$ cat config.mk
export PLATFORM = sky130hd
export DESIGN_NAME = wb_reg_responder_flat
export DESIGN_NICKNAME = d
export VERILOG_FILES = /design/src/rtl/wb_reg_pkg.sv /design/src/rtl/wb_reg_responder_if.sv /design/src/rtl/wb_byte_lane_merge.sv /design/src/rtl/wb_reg_responder.sv /design/src/flat_wrapper.sv
export SDC_FILE = /design/constraint.sdc
export NUM_CORES = 1
export LEC_CHECK = 0
export ABC_AREA = 1
export CORE_MARGIN = 2
export CORE_UTILIZATION = 45
export CTS_CLUSTER_SIZE = 16
export DETAILED_ROUTE_END_ITERATION = 8
export MAX_ROUTING_LAYER = met4
export PLACE_DENSITY = 0.66
export SETUP_SLACK_MARGIN = 0.3
export SLEW_MARGIN = 25
export SYNTH_ARGS = -nofsm -noshare
export SYNTH_HDL_FRONTEND = slang
export SYNTH_SLANG_ARGS = --single-unit
$ cat constraint.sdc
create_clock -name wb_clk_i -period 3.5 [get_ports wb_clk_i]
set_clock_uncertainty 0.05 [all_clocks]
set_input_delay 0.7 -clock wb_clk_i [delete_from_list [all_inputs] [get_ports wb_clk_i]]
set_output_delay 0.7 -clock wb_clk_i [all_outputs]
set_load 0.05 [all_outputs]
$ cat src/rtl/wb_reg_pkg.sv
// Shared definitions for the Wishbone register responder: bus widths,
// FSM state encoding and the word indices of the register map.
package wb_reg_pkg;

  localparam int ADDR_W = 5;
  localparam int DATA_W = 32;
  localparam int SEL_W  = DATA_W / 8;

  typedef enum logic [1:0] {
    ST_IDLE = 2'd0,
    ST_WAIT = 2'd1,
    ST_ACK  = 2'd2
  } state_t;

  localparam logic [2:0] REG_ID       = 3'd0;
  localparam logic [2:0] REG_SCRATCH0 = 3'd1;
  localparam logic [2:0] REG_SCRATCH1 = 3'd2;
  localparam logic [2:0] REG_CTRL     = 3'd3;
  localparam logic [2:0] REG_STATUS   = 3'd4;
  localparam logic [2:0] REG_WR_COUNT = 3'd5;

endpackage

$ cat src/rtl/wb_reg_responder_if.sv
// Wishbone classic-cycle bus bundle between a master agent and the
// register responder; signal names follow the slave's point of view.
interface wb_reg_responder_if;
  import wb_reg_pkg::*;

  logic              wb_cyc_i;
  logic              wb_stb_i;
  logic              wb_we_i;
  logic [ADDR_W-1:0] wb_addr_i;
  logic [SEL_W-1:0]  wb_sel_i;
  logic [DATA_W-1:0] wb_dat_i;
  logic [DATA_W-1:0] wb_dat_o;
  logic              wb_ack_o;

  modport master (
    output wb_cyc_i, wb_stb_i, wb_we_i, wb_addr_i, wb_sel_i, wb_dat_i,
    input  wb_dat_o, wb_ack_o
  );

  modport slave (
    input  wb_cyc_i, wb_stb_i, wb_we_i, wb_addr_i, wb_sel_i, wb_dat_i,
    output wb_dat_o, wb_ack_o
  );

endinterface

$ cat src/rtl/wb_byte_lane_merge.sv
// Combinational write merge: each byte lane takes the new value when its
// select bit is set and keeps the old register value otherwise.
module wb_byte_lane_merge
  import wb_reg_pkg::*;
(
  input  logic [DATA_W-1:0] i_old,
  input  logic [DATA_W-1:0] i_new,
  input  logic [SEL_W-1:0]  i_sel,
  output logic [DATA_W-1:0] o_merged
);

  always_comb begin
    o_merged = i_old;
    for (int n = 0; n < SEL_W; n++) begin
      if (i_sel[n]) begin
        o_merged[8*n +: 8] = i_new[8*n +: 8];
      end
    end
  end

endmodule

$ cat src/rtl/wb_reg_responder.sv
// Wishbone classic-cycle register responder with programmable wait states,
// scratch/control registers, sticky W1C event status and a write counter.
module wb_reg_responder
  import wb_reg_pkg::*;
#(
  parameter int               WAIT_STATES = 1,
  parameter logic [DATA_W-1:0] ID_VALUE   = 32'h5541_5254
)
(
  input  logic                wb_clk_i,
  input  logic                wb_rst_ni,
  wb_reg_responder_if.slave   wb,
  input  logic [7:0]          event_i,
  output logic                int_o
);

  localparam bit         NO_WAIT   = (WAIT_STATES == 0);
  localparam logic [2:0] WAIT_LOAD = (WAIT_STATES > 0) ? 3'(WAIT_STATES - 1) : 3'd0;

  state_t            r_state;
  logic [2:0]        r_waitCnt;
  logic [2:0]        r_addr;
  logic              r_we;
  logic [SEL_W-1:0]  r_sel;
  logic [DATA_W-1:0] r_dat;
  logic              r_ack;
  logic [DATA_W-1:0] r_datO;

  logic [DATA_W-1:0] r_scratch0;
  logic [DATA_W-1:0] r_scratch1;
  logic              r_irqEn;
  logic [7:0]        r_status;
  logic [15:0]       r_wrCount;
  logic              r_int;

  logic              w_req;
  logic              w_commit;
  logic              w_wrEn;
  logic [2:0]        w_curAddr;
  logic              w_curWe;
  logic [SEL_W-1:0]  w_curSel;
  logic [DATA_W-1:0] w_curDat;
  logic [DATA_W-1:0] w_readData;
  logic [DATA_W-1:0] w_scratch0Merged;
  logic [DATA_W-1:0] w_scratch1Merged;
  logic [DATA_W-1:0] w_ctrlMerged;
  logic [7:0]        w_statusClr;
  logic              w_unusedBits;

  assign w_req = wb.wb_cyc_i & wb.wb_stb_i;

  // With no wait states the commit happens on the sample edge itself, so the
  // live bus fields are used in IDLE and the captured copies afterwards.
  assign w_curAddr = (r_state == ST_IDLE) ? wb.wb_addr_i[4:2] : r_addr;
  assign w_curWe   = (r_state == ST_IDLE) ? wb.wb_we_i        : r_we;
  assign w_curSel  = (r_state == ST_IDLE) ? wb.wb_sel_i       : r_sel;
  assign w_curDat  = (r_state == ST_IDLE) ? wb.wb_dat_i       : r_dat;

  assign w_commit = w_req & (((r_state == ST_IDLE) & NO_WAIT) |
                             ((r_state == ST_WAIT) & (r_waitCnt == 3'd0)));
  assign w_wrEn   = w_commit & w_curWe;

  assign w_unusedBits = ^{wb.wb_addr_i[1:0], w_ctrlMerged[DATA_W-1:1]};

  always_comb begin
    w_readData = '0;
    case (w_curAddr)
      REG_ID:       w_readData = ID_VALUE;
      REG_SCRATCH0: w_readData = r_scratch0;
      REG_SCRATCH1: w_readData = r_scratch1;
      REG_CTRL:     w_readData = {{(DATA_W-1){1'b0}}, r_irqEn};
      REG_STATUS:   w_readData = {{(DATA_W-8){1'b0}}, r_status};
      REG_WR_COUNT: w_readData = {{(DATA_W-16){1'b0}}, r_wrCount};
      default:      w_readData = '0;
    endcase
  end

  always_ff @(posedge wb_clk_i or negedge wb_rst_ni) begin
    if (!wb_rst_ni) begin
      r_state   <= ST_IDLE;
      r_waitCnt <= 3'd0;
      r_addr    <= 3'd0;
      r_we      <= 1'b0;
      r_sel     <= '0;
      r_dat     <= '0;
      r_ack     <= 1'b0;
      r_datO    <= '0;
    end else begin
      r_ack  <= w_commit;
      r_datO <= (w_commit && !w_curWe) ? w_readData : '0;
      case (r_state)
        ST_IDLE: begin
          if (w_req) begin
            r_addr <= wb.wb_addr_i[4:2];
            r_we   <= wb.wb_we_i;
            r_sel  <= wb.wb_sel_i;
            r_dat  <= wb.wb_dat_i;
            if (NO_WAIT) begin
              r_state <= ST_ACK;
            end else begin
              r_state   <= ST_WAIT;
              r_waitCnt <= WAIT_LOAD;
            end
          end
        end
        ST_WAIT: begin
          // Master giving up mid-wait aborts silently: no ack, no commit.
          if (!w_req) begin
            r_state <= ST_IDLE;
          end else if (r_waitCnt == 3'd0) begin
            r_state <= ST_ACK;
          end else begin
            r_waitCnt <= r_waitCnt - 3'd1;
          end
        end
        ST_ACK:  r_state <= ST_IDLE;
        default: r_state <= ST_IDLE;
      endcase
    end
  end

  wb_byte_lane_merge u_mergeScratch0 (
    .i_old    (r_scratch0),
    .i_new    (w_curDat),
    .i_sel    (w_curSel),
    .o_merged (w_scratch0Merged)
  );

  wb_byte_lane_merge u_mergeScratch1 (
    .i_old    (r_scratch1),
    .i_new    (w_curDat),
    .i_sel    (w_curSel),
    .o_merged (w_scratch1Merged)
  );

  wb_byte_lane_merge u_mergeCtrl (
    .i_old    ({{(DATA_W-1){1'b0}}, r_irqEn}),
    .i_new    (w_curDat),
    .i_sel    (w_curSel),
    .o_merged (w_ctrlMerged)
  );

  assign w_statusClr = (w_wrEn && (w_curAddr == REG_STATUS) && w_curSel[0]) ?
                       w_curDat[7:0] : 8'h00;

  // Event set is ORed in after the clear so a coincident event wins.
  always_ff @(posedge wb_clk_i or negedge wb_rst_ni) begin
    if (!wb_rst_ni) begin
      r_scratch0 <= '0;
      r_scratch1 <= '0;
      r_irqEn    <= 1'b0;
      r_status   <= 8'h00;
      r_wrCount  <= 16'h0000;
      r_int      <= 1'b0;
    end else begin
      if (w_wrEn && (w_curAddr == REG_SCRATCH0)) r_scratch0 <= w_scratch0Merged;
      if (w_wrEn && (w_curAddr == REG_SCRATCH1)) r_scratch1 <= w_scratch1Merged;
      if (w_wrEn && (w_curAddr == REG_CTRL))     r_irqEn    <= w_ctrlMerged[0];
      if (w_wrEn)                                r_wrCount  <= r_wrCount + 16'd1;
      r_status <= (r_status & ~w_statusClr) | event_i;
      r_int    <= r_irqEn & (|r_status);
    end
  end

  assign wb.wb_ack_o = r_ack;
  assign wb.wb_dat_o = r_datO;
  assign int_o       = r_int;

endmodule

$ cat src/flat_wrapper.sv
// flat-port wrapper written by rule: the top's interface ports become plain ports
module wb_reg_responder_flat import wb_reg_pkg::*;
#(
  parameter int               WAIT_STATES = 1,
  parameter logic [DATA_W-1:0] ID_VALUE   = 32'h5541_5254
)
  (wb_clk_i, wb_rst_ni, event_i, int_o, wb_wb_cyc_i, wb_wb_stb_i, wb_wb_we_i, wb_wb_addr_i, wb_wb_sel_i, wb_wb_dat_i, wb_wb_dat_o, wb_wb_ack_o);
  wb_reg_responder_if wb_i ();
  input  logic wb_clk_i;
  input  logic wb_rst_ni;
  input  logic [7:0] event_i;
  output logic int_o;
  input wire logic [$bits(wb_i.wb_cyc_i)-1:0] wb_wb_cyc_i;
  input wire logic [$bits(wb_i.wb_stb_i)-1:0] wb_wb_stb_i;
  input wire logic [$bits(wb_i.wb_we_i)-1:0] wb_wb_we_i;
  input wire logic [$bits(wb_i.wb_addr_i)-1:0] wb_wb_addr_i;
  input wire logic [$bits(wb_i.wb_sel_i)-1:0] wb_wb_sel_i;
  input wire logic [$bits(wb_i.wb_dat_i)-1:0] wb_wb_dat_i;
  output wire logic [$bits(wb_i.wb_dat_o)-1:0] wb_wb_dat_o;
  output wire logic [$bits(wb_i.wb_ack_o)-1:0] wb_wb_ack_o;
  assign wb_i.wb_cyc_i = wb_wb_cyc_i;
  assign wb_i.wb_stb_i = wb_wb_stb_i;
  assign wb_i.wb_we_i = wb_wb_we_i;
  assign wb_i.wb_addr_i = wb_wb_addr_i;
  assign wb_i.wb_sel_i = wb_wb_sel_i;
  assign wb_i.wb_dat_i = wb_wb_dat_i;
  assign wb_wb_dat_o = wb_i.wb_dat_o;
  assign wb_wb_ack_o = wb_i.wb_ack_o;
  wb_reg_responder #(.WAIT_STATES(WAIT_STATES), .ID_VALUE(ID_VALUE)) u_core (.wb_clk_i(wb_clk_i), .wb_rst_ni(wb_rst_ni), .wb(wb_i), .event_i(event_i), .int_o(int_o));
endmodule
# Word level (Yosys, flattened, before mapping)
# Index checks and enable logic that the tools add are counted.
[op_classes] n_addsub=2 n_eq_ne=10 n_mux=15 bitwise=8 n_reduce_logical=24
[op_table] operator="$pmux 32 s6" n=1
[op_table] operator="$mux 32" n=2
[op_table] operator="$reduce_and 2->1" n=11
[op_table] operator="$add 16x1->16 const B" n=1
[op_table] operator="$mux 3" n=4
[op_table] operator="$and 8x8->8" n=1
[op_table] operator="$mux 8" n=1
[op_table] operator="$not 8->8" n=1
[op_table] operator="$or 8x8->8" n=1
[op_table] operator="$reduce_or 8->1" n=1
[op_table] operator="$eq 3x2->1 const B" n=2
[op_table] operator="$eq 3x3->1 const B" n=2
[op_table] operator="$logic_and 1x1->1" n=6
[op_table] operator="$logic_not 3->1" n=2
[op_table] operator="$mux 2" n=3
[op_table] operator="$pmux 3 s2" n=1
[op_table] operator="$and 1x1->1" n=5
[op_table] operator="$mux 4" n=1
[op_table] operator="$ne 2x1->1 const B" n=2
[op_table] operator="$pmux 2 s2" n=1
[op_table] operator="$reduce_and 4->1" n=1
[op_table] operator="$eq 3x1->1 const B" n=1
[op_table] operator="$ne 3x3->1 const B" n=1
[op_table] operator="$sub 3x1->3 const B" n=1
[op_table] operator="other kinds (6)" n=6
[totals] ff_bits=168 input_bits=54 output_inout_bits=34 elab_cells=79

# Longest topological paths before layout
[logic_depth] ltp_word=10 depth_mapped=11

# Cells and area by module
# Synthesis repeated with hierarchy kept, for this count alone.
[hier_totals] cells_unflattened=1248 area_unflattened_um2=9085.0
[by_module_without_submodules] module="wb_reg_responder" n_inst=1 cells_each=936 area_per_inst_um2=7823.8 seq_area_each_um2=4204.0
[by_module_without_submodules] module="wb_byte_lane_merge" n_inst=3 cells_each=104 area_per_inst_um2=420.4 seq_area_each_um2=0.0

# Worst setup path after synthesis
# OpenSTA, ideal clock, no wires.
[synth_path] path_type="input port to flip-flop" start="input wb_wb_cyc_i" end="register u_core.r_dat[10]" t_arrival_ns=1.752 slack_ns=1.563 stages=8 path_buffers=3 path_cell_list="nand2_1 > clkbuf_1 > nor2_1 > inv_1 > buf_2 > buf_2 > nand2_1 > o21ai_0"
[synth_between] elab_chain_cells=2
[synth_rtl] element="start: declaration" line_no="flat_wrapper.sv:13" source="input wire logic [$bits(wb_i.wb_cyc_i)-1:0] wb_wb_cyc_i;"
[synth_rtl] element="$and 1x1->1" line_no="wb_reg_responder.sv:50" source="assign w_req = wb.wb_cyc_i & wb.wb_stb_i;"
[synth_rtl] element="$reduce_and 2->1 (no line)"
[synth_rtl] element="end signal: assignment" line_no="wb_reg_responder.sv:97" source="r_dat <= wb.wb_dat_i;"
[synth_rtl] element="end: declaration" line_no="wb_reg_responder.sv:25" source="logic [DATA_W-1:0] r_dat;"
# No other way between the ends.
# A chain may end at the register's enable or synchronous reset.

# Final worst setup path
[layout_path] start="register u_core.r_state[1]" end="register u_core.r_datO[12], in the netlist u_core.wb.wb_dat_o[12]"
[layout_between] elab_chain_cells=5 elab_cells_between_ends=16 classes_between="eq/ne (6); mux (4); bitwise (2); reduce/logical (4)"
[layout_rtl] element="start: declaration" line_no="wb_reg_responder.sv:20" source="state_t r_state;"
[layout_rtl] element="start signal: assignment" line_no="wb_reg_responder.sv:80" source="r_state <= ST_IDLE;"
[layout_rtl] element="start signal: assignment" line_no="wb_reg_responder.sv:99" source="r_state <= ST_ACK;"
[layout_rtl] element="start signal: assignment" line_no="wb_reg_responder.sv:101" source="r_state <= ST_WAIT;"
[layout_rtl] element="$logic_not 2->1 / $eq 2x1->1 (equally long branches)" line_no="wb_reg_responder.sv:54, wb_reg_responder.sv:55, wb_reg_responder.sv:60"
[layout_rtl] element="$mux 3 (tied with other cells)" line_no="wb_reg_responder.sv:54" source="assign w_curAddr = (r_state == ST_IDLE) ? wb.wb_addr_i[4:2] : r_addr;"
[layout_rtl] element="$eq 3x3->1 (tied with other cells)" line_no="wb_reg_responder.sv:67" source="case (w_curAddr)"
[layout_rtl] element="$pmux 32 s6 / $logic_and 1x1->1 (equally long branches)" line_no="wb_reg_responder.sv:67, wb_reg_responder.sv:90"
[layout_rtl] element="$mux 32 *" line_no="wb_reg_responder.sv:90" source="r_datO <= (w_commit && !w_curWe) ? w_readData : '0;"
[layout_rtl] element="end signal: assignment" line_no="wb_reg_responder.sv:90"
[layout_rtl] element="end: declaration" line_no="wb_reg_responder.sv:27" source="logic [DATA_W-1:0] r_datO;"
# Every way passes the cells marked *; elsewhere a longest branch is shown, timed or not.

==> flow_metrics.py <==
metrics = {
    "run_status": {
        "status": "finished clean",
    },
    "synth": {
        "synthCells": 841,
        "syn_area_um2": 7520,
        "syn_nets": 898,
        "yosysSeqAreaShare_pct": 55.9,
        "ys_seq_elements": 168,
        "avgSynthCellArea_um2": 8.94,
        "yosys.cell_types.count": 32,
        "ys.warnings.count": 0,
    },
    "sta": {
        "fin_ws_ps": 915,
        "hold_ws_ps": 199,
        "fmax_mhz": 387,
        "slew_headroom_pct": 60.1,
        "finalCritPeriodShare_pct": 73.9,
        "finalSetupTns_ps": 0,
        "final_max_slew_viol_count": 0,
        "hold_viol": 0,
        "min_period_ps": 2590,
        "setup_viol": 0,
        "tightest_slew_ps": 597,
        "rsz0062_at_grt": "false",
    },
    "global_routing": {
        "grt_first_pass_wirelength_um": 27300,
        "grt_max_degree": 62,
        "first_global_vias": 5476,
        "grt_antenna_before_repair": 0,
        "grt.total_usage_pct": 20.0,
        "overflow": 0,
    },
    "cts": {
        "cts_htree_levels": 4,
        "clkTransAtPathRegs_ps": 60,
        "insertion_delay_ps": 430,
        "cts_resized": 0,
        "clk_path_buf_depth": 2,
        "post_cts_buffers": 0,
        "postCtsHoldBufs": 0,
        "cts_sinks": 168,
        "numCtsBuffers": 17,
        "cts-root-buf": "clkbuf_16",
        "cts_tree": "yes",
    },
    "die": {
        "fp.dieW_um": 133,
        "initial_utilization_pct": 45.7,
        "std_cell_rows": 47,
        "core_area_um2": 16500,
        "die_h_um": 133,
        "die_area_um2": 17800,
        "io_pins": 88,
    },
    "worst_setup_path": {
        "cp.arrival_ps": 2900,
        "slowest_delay_ps": 520,
        "start_kind": "flop",
        "cp_max_fo": 26,
        "critical-path-slowest-cell": "nor2_4",
        "critPathKind": "flop to flop",
        "path_delay_family": "simple AND/OR/NAND/NOR gates",
        "critPathCaptureType": "flop",
        "crit_chain": "nor2_4, nand2_2, nand2_2, nand2_1, nor2_4, buf_4, nand2_1, nand2_1, o21ai_0, inv_1",
        "cpMostUsedCell": "nand2_1",
        "required_ps": 3820,
        "path_buf_inv": 2,
    },
    "power_and_ir_drop": {
        "cellPowerDensity_nw_per_um2": 515,
        "switchingPower_mw": 1.31,
        "intPower_mw": 3.37,
        "switching_share_pct": 28.0,
        "clockPowerShare_pct": 38.6,
        "power.leakage_nw": 4.27,
        "seqPwrFrac_pct": 47.1,
        "vdd_drop_max_uv": 349,
        "p_comb_share_pct": 14.3,
        "power_mw": 4.68,
    },
    "detailed_routing": {
        "vias": 5697,
        "wirelength_um": 16000,
        "viasPerCell": 4.94,
        "remaining_drc_errors": 0,
        "drt_iter0_drc": 383,
        "wl_per_cell_um": 13.9,
        "ant_nets": 0,
        "first_pass_iters": 5,
    },
    "place": {
        "place_ws_ps": 722,
        "routabilityCongestion": 0.799,
        "port_buffers": 85,
        "post-dp-hpwl_um": 10800,
    },
    "final_layout": {
        "syn2layout_area_growth_pct": 20.9,
        "regArea_um2": 4200,
        "multi_input_area_um2": 2780,
        "drive_above_1_share_pct": 10.4,
        "antenna_cells": 0,
        "nets": 977,
        "nFillCells": 1535,
    },
    "run": {
        "maxCapViolations": 0,
    },
    "min_path": {
        "hp-class": "input port to async pin",
    },
}
## path summary, 6_finish.rpt
check / startpoint / end / slack [ps] / depth (start not counted)
setup / recovery: u_core.r_state[1] / u_core.wb.wb_dat_o[12] / 910 / 10
hold / removal: wb_rst_ni / u_core.r_dat[5] / 200 / 1
setup reg to reg: u_core.r_state[1] / u_core.wb.wb_dat_o[12] / 910 / 10
hold reg to reg: u_core.r_wrCount[14] / u_core.r_wrCount[14] / 430 / 2
max in group asynchronous: wb_rst_ni / u_core.wb.wb_dat_o[10] / 2420 / 2
min in group wb_clk_i: u_core.r_wrCount[14] / u_core.r_wrCount[14] / 430 / 2
## stage by stage
| stage | cells | area, um2 | util, % |
|---|---|---|---|
| floorplan | 841 | 7520 | - |
| global placement | 1121 | 8520 | 51.7 |
| detailed placement | 1121 | 8520 | 51.7 |
| CTS | 1153 | 9090 | 55.2 |
| global route | 1153 | 9090 | 55.2 |
| finish | 1153 | 9090 | 55.2 |
## power groups by stage
stage               combinational, mW  sequential [mW]  clock, mW
global route                    0.776             2.23       1.93
CTS                             0.677             2.20       1.84
finish                          0.671             2.20       1.80
floorplan                       0.446             2.23          0
global placement                0.661             2.23          0
detailed placement              0.672             2.24          0
## placed cells by master (no fill, tap or decap), drive strengths merged
master	Yosys	routed
xnor2	1	1
o22ai	4	4
nor2	41	41
ha	3	3
inv	80	83
buf	24	13
bufinv	0	1
nor4	2	2
nand3	15	15
clkinv	0	2
a22oi	6	6
clkdlybuf4s50	0	84
nand2	261	261
nor3	12	12
a21oi	11	11
dfrtp	168	168
clkinvlp	0	5
xor2	14	14
nand4	10	10
clkbuf	13	21
a21boi	5	5
o211ai	1	1
o21ai	170	170
## cells by family after synthesis
logic type | count (synthesis) | synth area share (%)
buffers and inverters | 117 | 7.14
adder cells (fa/ha/maj) | 3 | 0.499
flip-flops | 168 | 55.9
AND/OR/NAND/NOR | 341 | 19.6
XOR/XNOR | 15 | 1.75
AO/OA/AOI/OAI | 197 | 15.1
## state kept, by name, indices dropped and copies added (netlist names)
name	cells
u_core.r_we	1
u_core.r_scratch0	32
u_core.r_irqEn	1
u_core.r_status	8
u_core.r_dat	32
u_core.r_state	2
u_core.r_addr	3
u_core.int_o	1
u_core.r_wrCount	16
u_core.r_waitCnt	3
u_core.r_sel	4
u_core.wb.wb_dat_o	32
u_core.wb.wb_ack_o	1
u_core.r_scratch1	32
## Yosys cell counts
master,number,area [um2]
ha_1,3,37.5
nor2_4,6,67.6
o21ai_0,98,490
o211ai_2,1,12.5
clkbuf_1,13,48.8
buf_4,5,37.5
buf_1,1,3.75
o21ai_1,47,235
nor2_2,1,6.26
nand2_1,243,912
dfrtp_1,168,4200
nor2_1,34,128
nand2_4,3,33.8
a21oi_1,11,55.1
nor4_1,2,12.5
nor3_1,11,55.1
a22oi_1,6,45.0
inv_1,79,297
a21boi_0,5,37.5
o21ai_2,23,201
nand2_2,15,93.8
o21ai_4,2,32.5
nand3_1,14,70.1
nand3_4,1,17.5
nand4_1,10,62.6
xnor2_1,1,8.76
inv_2,1,3.75
buf_2,9,45.0
buf_6,9,101
o22ai_1,4,25.0
nor3_4,1,16.3
xor2_1,14,123
## layout make-up
class / count / share of cell area, %
inverter: 80 / 3.30
sequential: 168 / 46.2
multi-input combinational: 556 / 30.6
clock buffer: 21 / 5.07
tap: 220 / 3.03
clock inverter: 11 / 1.23
timing repair buffer: 97 / 10.5
## layer usage
layer / routed length (um) / up-vias / part of all wire (%) / track usage, %
met5: 0 / - / 0 / -
met4: 247 / 0 / 1.5 / 6.09
met3: 647 / 18 / 4.0 / 4.72
met2: 7380 / 120 / 46 / 28.9
met1: 7730 / 2694 / 48 / 28.1
li1: - / 2865 / - / -
No activity file was read; power rests on OpenSTA's default activity.
